`src/rtl/pattern_gen_pkg.sv`:
```
`default_nettype none
// ============================================================================
// Module      : pattern_gen_pkg
// Description : Shared mode codes, config field positions, dither table and
//               colour-bar mapping for the VGA test-pattern generator.
// Revision    : 1.0 - initial release
// ============================================================================
package pattern_gen_pkg;

  // Pattern mode codes (cfg[6:4])
  localparam logic [2:0] MODE_PASS  = 3'd0;
  localparam logic [2:0] MODE_RAMP  = 3'd1;
  localparam logic [2:0] MODE_BARS  = 3'd2;
  localparam logic [2:0] MODE_XORS  = 3'd3;
  localparam logic [2:0] MODE_CHECK = 3'd4;

  // Config byte layout: [7] reserved, [6:4] mode, [3:2] divider, [1:0] primary
  localparam int CFG_MODE_MSB = 6;
  localparam int CFG_MODE_LSB = 4;
  localparam int CFG_DIV_MSB  = 3;
  localparam int CFG_DIV_LSB  = 2;
  localparam int CFG_PRI_MSB  = 1;
  localparam int CFG_PRI_LSB  = 0;

  // 2x2 ordered-dither threshold, indexed by {vpos[0], hpos[0]}
  function automatic logic [1:0] bayer_val(input logic [1:0] idx);
    case (idx)
      2'd0:    return 2'd0;
      2'd1:    return 2'd2;
      2'd2:    return 2'd3;
      default: return 2'd1;
    endcase
  endfunction

  // Bar index (0 = leftmost) to {r,g,b} on/off bits; bar 0 is white, 7 black
  function automatic logic [2:0] bar_colour(input logic [2:0] idx);
    logic [2:0] c;
    c = 3'd7 - idx;
    return {c[1], c[2], c[0]};
  endfunction

  // 8-bit add that clamps at 255 instead of wrapping
  function automatic logic [7:0] sat_add8(input logic [7:0] v, input logic [9:0] a);
    logic [9:0] s;
    s = {2'b00, v} + a;
    return (s > 10'd255) ? 8'hFF : s[7:0];
  endfunction

endpackage
`default_nettype wire

```
`src/rtl/pattern_pipe.sv`:
```
`default_nettype none
// ============================================================================
// Module      : pattern_pipe
// Description : Parametrised-depth register delay line with a configurable
//               reset value. Used to delay-match syncs/blank and colour data.
// Revision    : 1.0 - initial release
// ============================================================================
module pattern_pipe #(
  parameter int             W       = 1,
  parameter int             DEPTH   = 1,
  parameter logic [W-1:0]   RST_VAL = '0
) (
  input  logic         clk,
  input  logic         reset,
  input  logic [W-1:0] d_i,
  output logic [W-1:0] q_o
);

  logic [W-1:0] stage_q [DEPTH];

  // Shift the input through DEPTH register stages
  always_ff @(posedge clk or posedge reset) begin
    if (reset) begin
      for (int k = 0; k < DEPTH; k++) stage_q[k] <= RST_VAL;
    end else begin
      stage_q[0] <= d_i;
      for (int k = 1; k < DEPTH; k++) stage_q[k] <= stage_q[k-1];
    end
  end

  assign q_o = stage_q[DEPTH-1];

endmodule
`default_nettype wire

```
`src/rtl/pattern_gen.sv`:
```
`default_nettype none
// ============================================================================
// Module      : pattern_gen
// Description : VGA test-pattern generator. Frame-boundary config loading,
//               PASS/RAMP/BARS/XORS/CHECKER patterns, BPC truncation, and a
//               PIPE-deep output register with delay-matched syncs and blank.
//               Optional ordered 2x2 dither: define PATTERN_GEN_DITHER_EN.
// Revision    : 1.0 - initial release
// ============================================================================
module pattern_gen #(
  parameter int         BPC       = 8,
  parameter int         PIPE      = 1,
  parameter logic [7:0] RESET_CFG = 8'h10
) (
  input  logic           clk,
  input  logic           reset,
  input  logic [7:0]     cfg_in,
  input  logic           cfg_load,
  output logic           cfg_pending,
  input  logic [7:0]     pix_in,
  input  logic [9:0]     hpos,
  input  logic [9:0]     vpos,
  input  logic           visible,
  input  logic           vmax,
  input  logic           hsync_in,
  input  logic           vsync_in,
  output logic           hsync,
  output logic           vsync,
  output logic           blank,
  output logic [BPC-1:0] r,
  output logic [BPC-1:0] g,
  output logic [BPC-1:0] b,
  output logic [7:0]     frame
);

  import pattern_gen_pkg::*;

  logic [7:0] cfg_act_q,  cfg_act_d;
  logic [7:0] cfg_pend_q, cfg_pend_d;
  logic       pend_vld_q, pend_vld_d;
  logic [7:0] frame_q,    frame_d;

  // Config handshake and frame counter next state
  always_comb begin
    cfg_act_d  = cfg_act_q;
    cfg_pend_d = cfg_pend_q;
    pend_vld_d = pend_vld_q;
    if (cfg_load && vmax) begin
      // Load on the boundary itself goes live at once; any older pending is dropped
      cfg_act_d  = cfg_in;
      pend_vld_d = 1'b0;
    end else if (cfg_load) begin
      cfg_pend_d = cfg_in;
      pend_vld_d = 1'b1;
    end else if (vmax && pend_vld_q) begin
      cfg_act_d  = cfg_pend_q;
      pend_vld_d = 1'b0;
    end
    frame_d = vmax ? frame_q + 8'd1 : frame_q;
  end

  // Config and frame state registers
  always_ff @(posedge clk or posedge reset) begin
    if (reset) begin
      cfg_act_q  <= RESET_CFG;
      cfg_pend_q <= 8'h00;
      pend_vld_q <= 1'b0;
      frame_q    <= 8'h00;
    end else begin
      cfg_act_q  <= cfg_act_d;
      cfg_pend_q <= cfg_pend_d;
      pend_vld_q <= pend_vld_d;
      frame_q    <= frame_d;
    end
  end

  assign cfg_pending = pend_vld_q;
  assign frame       = frame_q;

  logic [2:0] mode_w;
  logic [1:0] div_w;
  logic [1:0] pri_w;
  logic [7:0] h8_w, v8_w, ra_w;
  logic [2:0] bar_idx_w, bar_rgb_w;
  logic       chk_p_w;

  assign mode_w    = cfg_act_q[CFG_MODE_MSB:CFG_MODE_LSB];
  assign div_w     = cfg_act_q[CFG_DIV_MSB:CFG_DIV_LSB];
  assign pri_w     = cfg_act_q[CFG_PRI_MSB:CFG_PRI_LSB];
  assign h8_w      = hpos[7:0];
  assign v8_w      = vpos[7:0];
  assign ra_w      = 8'(hpos >> div_w);
  assign bar_idx_w = 3'(hpos >> (4'd6 + {2'b00, div_w}));
  assign bar_rgb_w = bar_colour(bar_idx_w);
  assign chk_p_w   = 1'((hpos ^ vpos) >> (4'd3 + {2'b00, div_w}));

  logic [7:0] pat_r_w, pat_g_w, pat_b_w;

  // 8-bit-per-channel pattern selected by the active config
  always_comb begin
    pat_r_w = 8'h00;
    pat_g_w = 8'h00;
    pat_b_w = 8'h00;
    case (mode_w)
      MODE_PASS: begin
        pat_r_w = pix_in;
        pat_g_w = pix_in;
        pat_b_w = pix_in;
      end
      MODE_RAMP: begin
        case (pri_w)
          2'd0:    {pat_r_w, pat_g_w, pat_b_w} = {ra_w, v8_w, frame_q};
          2'd1:    {pat_r_w, pat_g_w, pat_b_w} = {frame_q, ra_w, v8_w};
          2'd2:    {pat_r_w, pat_g_w, pat_b_w} = {v8_w, frame_q, ra_w};
          default: {pat_r_w, pat_g_w, pat_b_w} = {ra_w, ra_w, ra_w};
        endcase
      end
      MODE_BARS: begin
        case (pri_w)
          // Channel check: one bar bit replicated onto all three channels
          2'd0:    {pat_r_w, pat_g_w, pat_b_w} = {3{{8{bar_rgb_w[2]}}}};
          2'd1:    {pat_r_w, pat_g_w, pat_b_w} = {3{{8{bar_rgb_w[1]}}}};
          2'd2:    {pat_r_w, pat_g_w, pat_b_w} = {3{{8{bar_rgb_w[0]}}}};
          default: {pat_r_w, pat_g_w, pat_b_w} =
                     {{8{bar_rgb_w[2]}}, {8{bar_rgb_w[1]}}, {8{bar_rgb_w[0]}}};
        endcase
      end
      MODE_XORS: begin
        pat_r_w = h8_w ^ v8_w;
        pat_g_w = h8_w & v8_w;
        pat_b_w = h8_w - v8_w + frame_q;
      end
      MODE_CHECK: begin
        if (chk_p_w) begin
          pat_r_w = (pri_w == 2'd0 || pri_w == 2'd3) ? 8'hFF : 8'h00;
          pat_g_w = (pri_w == 2'd1 || pri_w == 2'd3) ? 8'hFF : 8'h00;
          pat_b_w = (pri_w == 2'd2 || pri_w == 2'd3) ? 8'hFF : 8'h00;
        end
      end
      default: ;
    endcase
  end

  logic [7:0] dith_r_w, dith_g_w, dith_b_w;

`ifdef PATTERN_GEN_DITHER_EN
  generate
    if (BPC < 8) begin : g_dither
      logic [1:0] d_w;
      logic [9:0] add_w;
      logic       en_w;
      assign d_w   = bayer_val({vpos[0], hpos[0]});
      // Threshold scaled to a quarter of one output LSB step
      assign add_w = ({8'd0, d_w} << (8 - BPC)) >> 2;
      assign en_w  = (mode_w != MODE_PASS);
      assign dith_r_w = en_w ? sat_add8(pat_r_w, add_w) : pat_r_w;
      assign dith_g_w = en_w ? sat_add8(pat_g_w, add_w) : pat_g_w;
      assign dith_b_w = en_w ? sat_add8(pat_b_w, add_w) : pat_b_w;
    end else begin : g_no_dither
      assign dith_r_w = pat_r_w;
      assign dith_g_w = pat_g_w;
      assign dith_b_w = pat_b_w;
    end
  endgenerate
`else
  assign dith_r_w = pat_r_w;
  assign dith_g_w = pat_g_w;
  assign dith_b_w = pat_b_w;
`endif

  logic [3*BPC-1:0] rgb_d_w, rgb_q_w;
  logic [2:0]       sync_q_w;

  // Keep the top BPC bits and black out everything outside active video
  assign rgb_d_w = visible ? {dith_r_w[7 -: BPC], dith_g_w[7 -: BPC], dith_b_w[7 -: BPC]}
                           : '0;

  pattern_pipe #(
    .W       (3*BPC),
    .DEPTH   (PIPE),
    .RST_VAL ({(3*BPC){1'b0}})
  ) u_rgb_pipe (
    .clk   (clk),
    .reset (reset),
    .d_i   (rgb_d_w),
    .q_o   (rgb_q_w)
  );

  // Blank resets high so the output reads as blanked until real video arrives
  pattern_pipe #(
    .W       (3),
    .DEPTH   (PIPE),
    .RST_VAL (3'b001)
  ) u_sync_pipe (
    .clk   (clk),
    .reset (reset),
    .d_i   ({hsync_in, vsync_in, ~visible}),
    .q_o   (sync_q_w)
  );

  assign r     = rgb_q_w[3*BPC-1 -: BPC];
  assign g     = rgb_q_w[2*BPC-1 -: BPC];
  assign b     = rgb_q_w[BPC-1:0];
  assign hsync = sync_q_w[2];
  assign vsync = sync_q_w[1];
  assign blank = sync_q_w[0];

  // Reserved config bit and truncated-away low bits have no consumer
  logic unused_w;
  assign unused_w = ^{cfg_act_q[7], dith_r_w, dith_g_w, dith_b_w};

endmodule
`default_nettype wire

```
`config.mk`:
```
export PLATFORM = sky130hd
export DESIGN_NAME = pattern_gen
export DESIGN_NICKNAME = d
export VERILOG_FILES = /design/src/rtl/pattern_gen_pkg.sv /design/src/rtl/pattern_pipe.sv /design/src/rtl/pattern_gen.sv
export SDC_FILE = /design/constraint.sdc
export NUM_CORES = 1
export LEC_CHECK = 0
export BUFFER_PORTS_ARGS = -buffer_cell sky130_fd_sc_hd__buf_2
export CORE_MARGIN = 2
export CORE_UTILIZATION = 30
export CTS_BUF_LIST = sky130_fd_sc_hd__clkbuf_8 sky130_fd_sc_hd__clkbuf_16
export CTS_CLUSTER_DIAMETER = 50
export DETAILED_ROUTE_END_ITERATION = 6
export SYNTH_ARGS = -nofsm -noshare
export SYNTH_HDL_FRONTEND = slang
export SYNTH_SLANG_ARGS = --single-unit
```
`constraint.sdc`:
```
create_clock -name clk -period 2.41 [get_ports clk]
set_input_delay 0.241 -clock clk [delete_from_list [all_inputs] [get_ports clk]]
set_output_delay 0.241 -clock clk [all_outputs]
set_load 0.01 [all_outputs]
```
### Word level (Yosys, flattened, before mapping)

Cells that the tools add are included.

| storage, ports and cells | value |
|---|---|
| output and inout bits | 36 |
| word-level logic and storage cells | 61 |
| bits in registers | 50 |

| operators by class | value |
|---|---|
| equal/unequal tests | 8 |
| bitwise logic cells | 5 |
| $add $sub $neg | 6 |
| reductions and logical operators | 11 |
| mux-type cells | 22 |
| shift operators | 3 |

Operator list:

| cell | number |
|---|---|
| case mux 8 bit (5 select lines) | 3 |
| case mux 8 bit (2 select lines) | 6 |
| 2-to-1 mux 8 bit | 6 |
| 2-to-1 mux 24 bit | 1 |
| 2-to-1 mux 7 bit | 3 |
| >> shifter 10 x 2 -> 8 bit | 1 |
| >> shifter 10 x 3 -> 1 bit | 1 |
| >> shifter 10 x 4 -> 3 bit | 1 |
| bitwise XOR 10 bit | 1 |
| adder 8 x 1 -> 8 bit, second input constant | 1 |
| adder 8 bit | 1 |
| AND 8 bit | 1 |
| subtractor 8 bit | 1 |
| bitwise XOR 8 bit | 1 |
| == test 3 x 2 -> 1 bit, second input constant | 2 |
| adder 3 x 2 -> 4 bit, first input constant | 1 |
| == test 2 bit, second input constant | 2 |
| AND reduction 2 bit | 2 |
| adder 2 x 2 -> 3 bit, first input constant | 1 |
| == test 3 x 1 -> 1 bit, second input constant | 1 |
| == test 3 bit, second input constant | 1 |
| logical NOT 3 bit | 1 |
| logical OR 1 bit | 3 |
| 2-to-1 mux 1 bit | 3 |
| other kinds (8) | 10 |

### Depth between registers and ports, before layout

Gate-level depths: netlist (run 1).

| logic depth | value |
|---|---|
| word-level depth | 6 |
| gate-level depth with buffers | 11 |
| mapped depth without buffers | 11 |

### Hierarchy

From an unflattened synthesis (run 1), not the netlist that was laid out.

| second synthesis, totals | value |
|---|---|
| cell total of the unflattened synthesis | 433 |
| area total of the unflattened synthesis | 3976.3 um2 |

By module, submodules not included:

| module | times used | cells each | area each (um2) |
|---|---|---|---|
| pattern_gen | 1 | 404 | 3291.9 |
| pattern_pipe (u_rgb_pipe) | 1 | 25 | 604.3 |
| pattern_pipe (u_sync_pipe) | 1 | 4 | 80.1 |

### Least setup slack after synthesis (run 1)

Ideal clock, no wire load.

| timing path | value |
|---|---|
| path kind | register to register |
| start | register frame_q[3], in the netlist frame[3] |
| end | register u_rgb_pipe.stage_q (netlist bit u_rgb_pipe.q_o[5]) |
| slack | -0.198 ns |
| library setup time | 0.088 ns |
| stages on the path, launching flop included | 11 |
| arrival | 2.520 ns |
| data required time | 2.322 ns |
| cells stage by stage | dfrtp_1 -> clkbuf_1 -> inv_1 -> fa_1 -> inv_1 -> ha_1 -> nand2_1 -> o21ai_0 -> o31a_1 -> a2111o_1 -> a41oi_1 |

| on the way | value |
|---|---|
| longest elaborated chain between the ends | 3 |

RTL lines:

| item | line | RTL |
|---|---|---|
| start, declared | pattern_gen.sv:41 | `logic [7:0] frame_q, frame_d;` |
| start signal, assigned | pattern_gen.sv:73 | `frame_q <= frame_d;` |
| adder 8 bit | pattern_gen.sv:131 | `pat_b_w = h8_w - v8_w + frame_q;` |
| case mux 8 bit (5 select lines) | pattern_gen.sv:104 | `case (mode_w)` |
| 2-to-1 mux 24 bit | pattern_gen.sv:175 | `assign rgb_d_w = visible ? {dith_r_w[7 -: BPC], dith_g_w[7 -: BPC], dith_b_w[7 -: BPC]}` |
| via rgb_d_w[5] | pattern_gen.sv:171 | `logic [3*BPC-1:0] rgb_d_w, rgb_q_w;` |
| end, declared | pattern_pipe.sv:19 | `logic [W-1:0] stage_q [DEPTH];` |

The timed path passes the listed nets, and every way through them passes these cells.
A chain may end at the register's enable or synchronous reset.

### Worst setup path in the final report (run 1)

| timing path | value |
|---|---|
| start | register frame_q[1], in the netlist frame[1] |
| end | register u_rgb_pipe.stage_q (netlist bit u_rgb_pipe.q_o[5]) |

The elaborated chain is that of the path after synthesis.

==> flow_metrics.py, run 1 <==
metrics = {
    "timing": {
        "tightest_slew_ns": 0.7783,
        "rsz0062_at_grt": "true",
        "hold_viol": 0,
        "whs_ns": 0.02807,
        "final.min_clock_period_ns": 2.469,
        "fmax_mhz": 405.0,
        "post-route-period-util_pct": 102.5,
        "setup_ws_ns": -0.05927,
        "setup_violations": 1,
        "maxSlewViolCount": 0,
        "maxSlewHeadroom_pct": 48.11,
        "skew_ns": 0.008812,
    },
    "global_routing": {
        "track_usage_pct": 19.03,
        "grt_max_degree": 30,
        "gr-total-overflow": 0,
        "grt_pass1_vias": 3712,
        "grt_pass1_wl_um": 19440,
        "antenna_found_initial": 0,
    },
    "synthesis": {
        "postSynthCellCount": 418,
        "syn_area_um2": 3782,
        "async_reset_ff_share_pct": 100.0,
        "ys.flop_type": "dfrtp_1",
        "synth_seq_cells": 50,
        "synth_edf_count": 0,
        "yosysSeqAreaShare_pct": 33.15,
        "synth.distinct_cells": 54,
        "synth_area_per_cell_um2": 9.049,
        "synth_fp_nets": 495,
        "yosysWarningCount": 0,
    },
    "place": {
        "place.gp.congestion": 0.8996,
        "dp.cells": 698,
        "io_buffers": 75,
        "place_hpwl_um": 9677,
    },
    "die": {
        "die_area_um2": 13520,
        "core_um2": 12470,
        "die_w_um": 116.3,
        "rows": 41,
        "ios": 79,
        "initial_utilization_pct": 30.34,
        "dieHeight_um": 116.3,
    },
    "worst_hold_path": {
        "hold_class": "in -> async",
    },
    "route": {
        "wl_per_cell_um": 17.32,
        "vias_per_cell": 5.180,
        "finalWirelength_um": 12320,
        "ant_nets": 0,
        "drt_iter0_drc": 203,
        "vias": 3683,
        "drc": 0,
        "drt_pre_antenna_iters": 7,
    },
    "finish": {
        "seq_area_um2": 1255,
        "diodes": 0,
        "final_core_util_pct": 40.47,
        "layoutNonFillerInstCount": 711,
        "drive_gt1_share_pct": 34.69,
        "multi_input_area_um2": 2404,
        "final_common_cell": "buf_2",
        "fillers": 1277,
        "fin_nets": 615,
        "final_cell_mix": "75 x buf_2, 63 x buf_4, 47 x a21oi_1, 47 x dfrtp_1, 39 x nand2_1",
        "area_growth_pct": 33.38,
    },
    "clocking": {
        "clockBufferDepth": 2,
        "cts-buffers-inserted": 5,
        "h-tree-depth": 2,
        "worstSkewPairLatency_ns": 0.30,
        "cts.sinks": 50,
        "path_clk_slew_ns": 0.07,
        "cts_root_buf": "clkbuf_16",
        "ctsHoldBuffers": 0,
        "cts_tree": "done",
    },
    "outcome": {
        "violations": "negative setup slack",
        "status": "finished with violations",
    },
    "critical_path": {
        "start_kind": "register",
        "worstSetupPathType": "reg -> reg",
        "rrSetupSlack_ns": -0.06,
        "worstPathRequired_ns": 2.63,
        "cp-end-kind": "register",
        "crit_fanout": 3,
        "arrival_ns": 2.69,
    },
    "pwr": {
        "ir_drop_mv": 0.3684,
        "p_leak_uw": 0.002371,
        "p_per_area_nw_per_um2": 944.1,
        "p_total_uw": 4763,
    },
    "flow_run": {
        "maxCapViolCount": 0,
    },
}
[sequential cells by signal (all words and copies together), names as in the netlist]
name             flops
u_sync_pipe.q_o      3
frame                8
cfg_pend_q           7
cfg_pending          1
cfg_act_q            7
u_rgb_pipe.q_o      24
[synth_stat cells (3+ instances only)]
library cell / n / share of area, %
a211oi_1: 4 / 0.79
a21oi_1: 49 / 6.5
a221oi_1: 5 / 1.2
a22o_1: 16 / 3.7
a22oi_1: 16 / 3.2
a31oi_1: 8 / 1.3
a41oi_1: 3 / 0.69
clkbuf_1: 23 / 2.3
dfrtp_1: 48 / 32
fa_1: 7 / 3.7
ha_1: 27 / 8.9
inv_1: 39 / 3.9
mux2_2: 9 / 2.7
mux2i_1: 5 / 1.3
mux4_2: 5 / 3.0
nand2_1: 39 / 3.9
nand2b_1: 7 / 1.2
nand3_1: 3 / 0.40
nor2_1: 17 / 1.7
nor2b_1: 4 / 0.66
nor3b_1: 3 / 0.60
o211ai_1: 3 / 0.60
o21a_1: 5 / 0.99
o21ai_0: 22 / 2.9
or3_1: 3 / 0.50
xnor2_1: 7 / 1.6
xor2_1: 3 / 0.69
[logic make-up (layout without fill, tap and decap cells)]
group / after synthesis / count (layout) / share of synthesized area [%]
AND/OR/NAND/NOR: 90 / 90 / 11.41
adder cells (fa/ha/maj): 34 / 34 / 12.64
buffers and inverters: 66 / 187 / 6.748
AO/OA/AOI/OAI: 147 / 147 / 25.37
flip-flops: 50 / 50 / 33.15
XOR/XNOR: 10 / 10 / 2.316
multiplexers: 21 / 21 / 8.369
[routing by layer]
| layer | part of all wire, % | up-vias | global-route usage (%) | wire length [um] |
|---|---|---|---|---|
| li1 | - | 1744 | - | - |
| met1 | 46 | 1781 | 25.70 | 5631 |
| met2 | 45 | 132 | 30.39 | 5599 |
| met3 | 6.5 | 26 | 4.048 | 797 |
| met4 | 2.3 | 0 | 6.508 | 289 |
| met5 | 0 | - | 0 | 0 |
[through the flow]
step	TNS, ns	area [um^2]	setup WS (ns)
3_5_place_dp	-0.4632	4748	-0.1930
6_report	-0.05927	5045	-0.05927
3_3_place_gp	-0.3867	4748	-0.1681
2_1_floorplan	0	3844	0.002389
5_1_grt	-0.2244	5045	-0.1540
4_1_cts	-0.01482	4961	-0.01482
[worst paths after layout]
check,from,endpoint,depth (start not counted)
min reg2reg,cfg_pend_q[2]$_DFFE_PP0P_,cfg_pend_q[2]$_DFFE_PP0P_,1
min,reset,u_rgb_pipe.q_o[20]$_DFF_PP0_,2
min in group clk,vsync_in,u_sync_pipe.q_o[1]$_DFF_PP0_,1
max in group asynchronous,reset,cfg_act_q[4]$_DFFE_PP1P_,3
max,frame[1]$_DFFE_PP0P_,u_rgb_pipe.q_o[5]$_DFF_PP0_,10
max reg2reg,frame[1]$_DFFE_PP0P_,u_rgb_pipe.q_o[5]$_DFF_PP0_,10
[worst max-delay path, stage by stage (launching register included)]
cell	delay, ns
dfrtp_2	0.37
inv_2	0.04
fa_1	0.51
inv_2	0.05
ha_4	0.27
a21oi_4	0.05
o21ai_2	0.19
buf_4	0.15
o21ai_2	0.04
a2111o_1	0.48
a41oi_2	0.23
[cell type report]
class | count | share of cell area [%]
Multi-Input combinational cell | 302 | 47.64
Timing Repair Buffer | 138 | 16.82
Clock buffer | 5 | 2.480
Tap cell | 172 | 4.266
Clock inverter | 3 | 0.8681
Sequential cell | 50 | 24.88
Inverter | 41 | 3.051
[where the power goes]
group          total [uW]  leakage (uW)  switching (uW)  internal (uW)
registers            1100      0.000632            87.6           1010
logic                2840       0.00165            1500           1340
clock network         826     0.0000842             334            492
total                4760       0.00237            1920           2840
[timing repair]
item / 4_1_cts / 5_1_grt
pin swaps: 1 / 9
gates resized for setup: 7 / 15
setup endpoints to repair: 4 / 8
setup buffers: 2 / 3
Power figures use the tool's default switching activity.
==> run 2, diff against run 1 <==
--- a/config.mk
+++ b/config.mk
@@ -6,11 +6,14 @@
 export NUM_CORES = 1
 export LEC_CHECK = 0
 export BUFFER_PORTS_ARGS = -buffer_cell sky130_fd_sc_hd__buf_2
+export CELL_PAD_IN_SITES_DETAIL_PLACEMENT = 0
+export CELL_PAD_IN_SITES_GLOBAL_PLACEMENT = 1
 export CORE_MARGIN = 2
 export CORE_UTILIZATION = 30
 export CTS_BUF_LIST = sky130_fd_sc_hd__clkbuf_8 sky130_fd_sc_hd__clkbuf_16
 export CTS_CLUSTER_DIAMETER = 50
 export DETAILED_ROUTE_END_ITERATION = 6
+export PLACE_DENSITY_LB_ADDON = 0.1
 export SYNTH_ARGS = -nofsm -noshare
 export SYNTH_HDL_FRONTEND = slang
 export SYNTH_SLANG_ARGS = --single-unit
==> flow_metrics.py, run 2 (same netlist as run 1, synthesis figures left out) <==
metrics = {
    "outcome": {
        "status": "finished with violations",
        "violations": "negative hold slack",
    },
    "critical_path": {
        "start_kind": "register",
        "r2r_start": "frame[1]$_DFFE_PP0P_",
        "critPathTopFamily": "compound AO/OA/AOI/OAI gates",
        "path_common_cell": "inv_2",
        "worstPathCellList": "inv_2 -> fa_1 -> inv_2 -> ha_4 -> a21oi_4 -> o21ai_4 -> buf_6 -> o21ai_2 -> a2111o_1 -> a41oi_2",
        "worstPathRequired_ns": 2.63,
        "arrival_ns": 2.61,
        "cp_num_buf_inv": 3,
        "cpPeakStageDelay_ns": 0.52,
        "cp-end-kind": "register",
        "crit_start": "frame[1]$_DFFE_PP0P_",
        "worstSetupPathType": "reg -> reg",
        "crit_fanout": 3,
        "worst_path_max_delay_cell": "fa_1",
    },
    "timing": {
        "maxSlewViolCount": 0,
        "rsz0062_at_grt": "true",
        "hold_viol": 21,
        "setup_violations": 0,
        "setup_ws_ns": 0.02672,
        "whs_ns": -0.007201,
        "tightest_slew_ns": 0.8425,
        "fmax_mhz": 419.6,
        "maxSlewHeadroom_pct": 43.83,
        "post-route-period-util_pct": 98.89,
        "skew_ns": 0.01171,
        "final.min_clock_period_ns": 2.383,
    },
    "place": {
        "io_buffers": 75,
        "place_hpwl_um": 10100,
        "pre_cts_ws_ns": -0.1766,
        "place.gp.congestion": 0.8644,
    },
    "die": {
        "ios": 79,
        "die_w_um": 116.3,
        "initial_utilization_pct": 30.34,
        "core_um2": 12470,
        "die_area_um2": 13520,
        "dieHeight_um": 116.3,
        "rows": 41,
    },
    "route": {
        "ant_nets": 0,
        "vias_per_cell": 5.088,
        "finalWirelength_um": 12980,
        "drt_iter0_drc": 185,
        "wl_per_cell_um": 18.13,
        "drc": 0,
        "vias": 3643,
        "drt_pre_antenna_iters": 5,
    },
    "pwr": {
        "p_sw_uw": 1941,
        "internal-power_uw": 2791,
        "p_leak_uw": 0.002398,
        "netSwitchingFraction_pct": 41.02,
        "p_total_uw": 4732,
        "ir_drop_mv": 0.5473,
        "p_seq_share_pct": 23.4,
        "p_per_area_nw_per_um2": 929.2,
        "p_clk_share_pct": 18.3,
        "combPwrFrac_pct": 58.3,
    },
    "finish": {
        "seq_area_um2": 1255,
        "largest_reg_flops": 24,
        "drive_gt1_share_pct": 35.11,
        "area_growth_pct": 34.63,
        "fillers": 1294,
        "final_common_cell": "buf_2",
        "final_cell_mix": "75 x buf_2, 66 x buf_4, 47 x dfrtp_1",
        "fin_nets": 620,
        "final_core_util_pct": 40.85,
        "diodes": 0,
        "multi_input_area_um2": 2394,
    },
    "global_routing": {
        "grt_max_degree": 27,
        "grt_pass1_wl_um": 19950,
        "antenna_found_initial": 0,
        "track_usage_pct": 19.86,
        "gr-total-overflow": 0,
        "grt_pass1_vias": 3497,
    },
    "flow_run": {
        "maxCapViolCount": 0,
    },
    "clocking": {
        "cts_root_buf": "clkbuf_16",
        "path_clk_slew_ns": 0.08,
        "worstSkewPairLatency_ns": 0.31,
        "cts-buffers-inserted": 5,
        "cts_tree": "done",
        "clockBufferDepth": 2,
        "cts.sinks": 50,
        "h-tree-depth": 2,
    },
    "worst_hold_path": {
        "hold_class": "in -> async",
    },
}
-- run 2: timing repair --
action,4_1_cts,5_1_grt
pin swaps,3,4
gates resized for setup,7,12
setup buffers,0,3
hold buffers,0,0
setup endpoints to repair,4,8
endpoints found under the hold margin,0,0
-- run 2: final cells by class --
| class | count | share of cell area (%) |
|---|---|---|
| tap | 172 | 4.226 |
| sequential | 50 | 24.64 |
| clock inverter | 3 | 0.9337 |
| inverter | 41 | 3.022 |
| multi-input combinational | 302 | 47.00 |
| clock buffer | 5 | 2.457 |
| timing repair buffer | 143 | 17.71 |
-- run 2: through the flow --
step           cells  instance area, um^2  setup TNS (ns)
5_1_grt          716                 5092        -0.06501
2_1_floorplan    418                 3844               0
3_5_place_dp     705                 4813         -0.4333
3_3_place_gp     705                 4813         -0.3875
4_1_cts          713                 5007               0
6_report         716                 5092               0
-- run 2: path summary, 6_finish.rpt --
kind	cells past startpoint	slack, ns	to
max in group asynchronous	3	1.80	u_sync_pipe.q_o[0]$_DFF_PP1_
worst min register to register	1	0.51	cfg_pend_q[3]$_DFFE_PP0P_
worst max-delay path	10	0.03	u_rgb_pipe.q_o[5]$_DFF_PP0_
worst min-delay path	2	-0.007	frame[6]$_DFFE_PP0P_
min in group clk	1	0.04	u_sync_pipe.q_o[2]$_DFF_PP0_
worst max register to register	10	0.03	u_rgb_pipe.q_o[5]$_DFF_PP0_
-- run 2: power by group through the flow --
| stage | clock [uW] | combinational (uW) | sequential [uW] |
|---|---|---|---|
| 2_1_floorplan | 0 | 1450 | 1210 |
| 3_3_place_gp | 0 | 2510 | 1110 |
| 3_5_place_dp | 0 | 2510 | 1120 |
| 4_1_cts | 885 | 2580 | 1110 |
| 5_1_grt | 923 | 3060 | 1130 |
| 6_report | 865 | 2760 | 1110 |
-- run 2: routing by layer --
metal / track usage, % / share of wire, % / vias up
met1: 28.39 / 47 / 1736
li1: - / - / 1759
met4: 5.159 / 1.6 / 0
met5: 0 / 0 / -
met3: 4.359 / 6.3 / 20
met2: 30.47 / 45 / 128
==> run 3, diff against run 2 <==
--- a/config.mk
+++ b/config.mk
@@ -9,7 +9,7 @@
 export CELL_PAD_IN_SITES_DETAIL_PLACEMENT = 0
 export CELL_PAD_IN_SITES_GLOBAL_PLACEMENT = 1
 export CORE_MARGIN = 2
-export CORE_UTILIZATION = 30
+export CORE_UTILIZATION = 38
 export CTS_BUF_LIST = sky130_fd_sc_hd__clkbuf_8 sky130_fd_sc_hd__clkbuf_16
 export CTS_CLUSTER_DIAMETER = 50
 export DETAILED_ROUTE_END_ITERATION = 6
==> flow_metrics.py, run 3 (same netlist as run 1, synthesis figures left out) <==
metrics = {
    "route": {
        "drt_iter0_drc": 226,
        "drt_pre_antenna_iters": 5,
        "ant_nets": 0,
        "vias_per_cell": 5.463,
        "drc": 0,
        "wl_per_cell_um": 17.75,
        "vias": 3660,
        "finalWirelength_um": 11900,
    },
    "pwr": {
        "p_per_area_nw_per_um2": 920.1,
        "p_sw_uw": 1917,
        "p_total_uw": 4555,
        "combPwrFrac_pct": 61.7,
        "p_leak_uw": 0.002346,
        "p_clk_share_pct": 14.1,
        "internal-power_uw": 2639,
        "p_seq_share_pct": 24.2,
        "netSwitchingFraction_pct": 42.07,
        "ir_drop_mv": 0.5553,
    },
    "critical_path": {
        "worstSetupPathType": "reg -> reg",
        "cpPeakStageDelay_ns": 0.55,
        "crit_fanout": 3,
        "path_common_cell": "inv_2",
        "r2r_start": "frame[1]$_DFFE_PP0P_",
        "worstPathCellList": "inv_2 -> fa_1 -> inv_2 -> ha_4 -> a21oi_4 -> o21ai_4 -> buf_6 -> o21ai_2 -> a2111o_1 -> a41oi_2",
        "crit_start": "frame[1]$_DFFE_PP0P_",
        "start_kind": "register",
        "arrival_ns": 2.64,
        "worst_path_max_delay_cell": "fa_1",
        "critPathTopFamily": "compound AO/OA/AOI/OAI gates",
        "cp-end-kind": "register",
        "cp_num_buf_inv": 3,
        "worstPathRequired_ns": 2.64,
    },
    "clocking": {
        "path_clk_slew_ns": 0.11,
        "h-tree-depth": 2,
        "cts-buffers-inserted": 5,
        "cts.sinks": 50,
        "worstSkewPairLatency_ns": 0.32,
        "clockBufferDepth": 2,
        "cts_root_buf": "clkbuf_8",
        "ctsHoldBuffers": 0,
        "cts_tree": "done",
    },
    "global_routing": {
        "grt_pass1_wl_um": 18910,
        "busiest_layer": "met2",
        "grt_pass1_vias": 3544,
        "grt_max_degree": 34,
        "use_met3_pct": 2.769,
        "antenna_found_initial": 0,
        "grt_use_met2_pct": 36.23,
        "grt_util_met1_pct": 31.60,
        "track_usage_pct": 22.25,
        "gr-total-overflow": 0,
    },
    "finish": {
        "area_growth_pct": 30.90,
        "largest_reg_flops": 24,
        "final_common_cell": "buf_2",
        "fillers": 993,
        "seq_area_um2": 1255,
        "final_cell_mix": "75 x buf_2, 60 x buf_4, 47 x dfrtp_1",
        "multi_input_area_um2": 2422,
        "drive_gt1_share_pct": 35.01,
        "diodes": 0,
        "fin_nets": 613,
    },
    "place": {
        "pre_cts_ws_ns": -0.1454,
        "io_buffers": 75,
        "place_hpwl_um": 9152,
        "place.gp.congestion": 0.9000,
    },
    "flow_run": {
        "maxCapViolCount": 0,
    },
    "timing": {
        "post-route-period-util_pct": 99.95,
        "hold_viol": 0,
        "maxSlewViolCount": 0,
        "rsz0062_at_grt": "true",
        "maxSlewHeadroom_pct": 51.79,
        "skew_ns": 0.01787,
        "setup_ws_ns": 0.001178,
        "final.min_clock_period_ns": 2.409,
        "whs_ns": 0.03488,
        "setup_violations": 0,
        "tightest_slew_ns": 0.7221,
        "fmax_mhz": 415.1,
    },
    "worst_hold_path": {
        "hold_class": "in -> async",
    },
    "die": {
        "rows": 36,
        "dieHeight_um": 103.8,
        "core_um2": 9729,
        "die_area_um2": 10770,
        "die_w_um": 103.8,
        "initial_utilization_pct": 38.88,
        "ios": 79,
    },
    "outcome": {
        "status": "completed",
    },
}
==> run 3: metal layers <==
metal	vias up	share of wire, %	routed length (um)
li1	1733	-	-
met1	1762	47	5598
met2	147	45	5384
met3	18	6.0	714
met4	0	1.7	198
met5	-	0	0
==> run 3: cell type report <==
type,instances,area share [%]
timing repair buffer,136,16.91
clock buffer,5,1.390
sequential,50,25.35
inverter,41,3.108
tap,133,3.361
clock inverter,3,0.9603
multi-input combinational,302,48.93
==> run 3: path summary, 6_finish.rpt <==
path / to / slack (ns) / depth (start not counted)
worst max-delay path: u_rgb_pipe.q_o[5]$_DFF_PP0_ / 0.001 / 10
worst min-delay path: cfg_act_q[0]$_DFFE_PP0P_ / 0.03 / 2
worst max register to register: u_rgb_pipe.q_o[5]$_DFF_PP0_ / 0.001 / 10
worst min register to register: cfg_pend_q[6]$_DFFE_PP0P_ / 0.52 / 1
max in group asynchronous: u_rgb_pipe.q_o[12]$_DFF_PP0_ / 1.66 / 3
min in group clk: u_sync_pipe.q_o[1]$_DFF_PP0_ / 0.04 / 1
==> run 3: repair_timing <==
action,4_1_cts,5_1_grt
setup endpoints to repair,4,9
pin swaps,7,11
gates cloned,0,0
gates resized for setup,5,19
hold endpoints to repair,0,0
buffers inserted,4,2
==> run 3: metrics by stage <==
step	util, %	instances	cell area (um^2)	TNS (ns)
2_1_floorplan	-	418	3844	0
3_3_place_gp	48.07	656	4677	-0.2447
3_5_place_dp	48.07	656	4677	-0.2778
4_1_cts	49.73	668	4838	-0.1346
5_1_grt	50.89	670	4951	-0.1050
6_report	50.89	670	4951	0
==> run 3: power by group through the flow <==
stage / clock network [uW] / registers, uW / logic, uW
6_report: 642 / 1100 / 2810
3_3_place_gp: 0 / 1110 / 2430
4_1_cts: 655 / 1100 / 2570
2_1_floorplan: 0 / 1210 / 1450
3_5_place_dp: 0 / 1120 / 2460
5_1_grt: 694 / 1120 / 3100
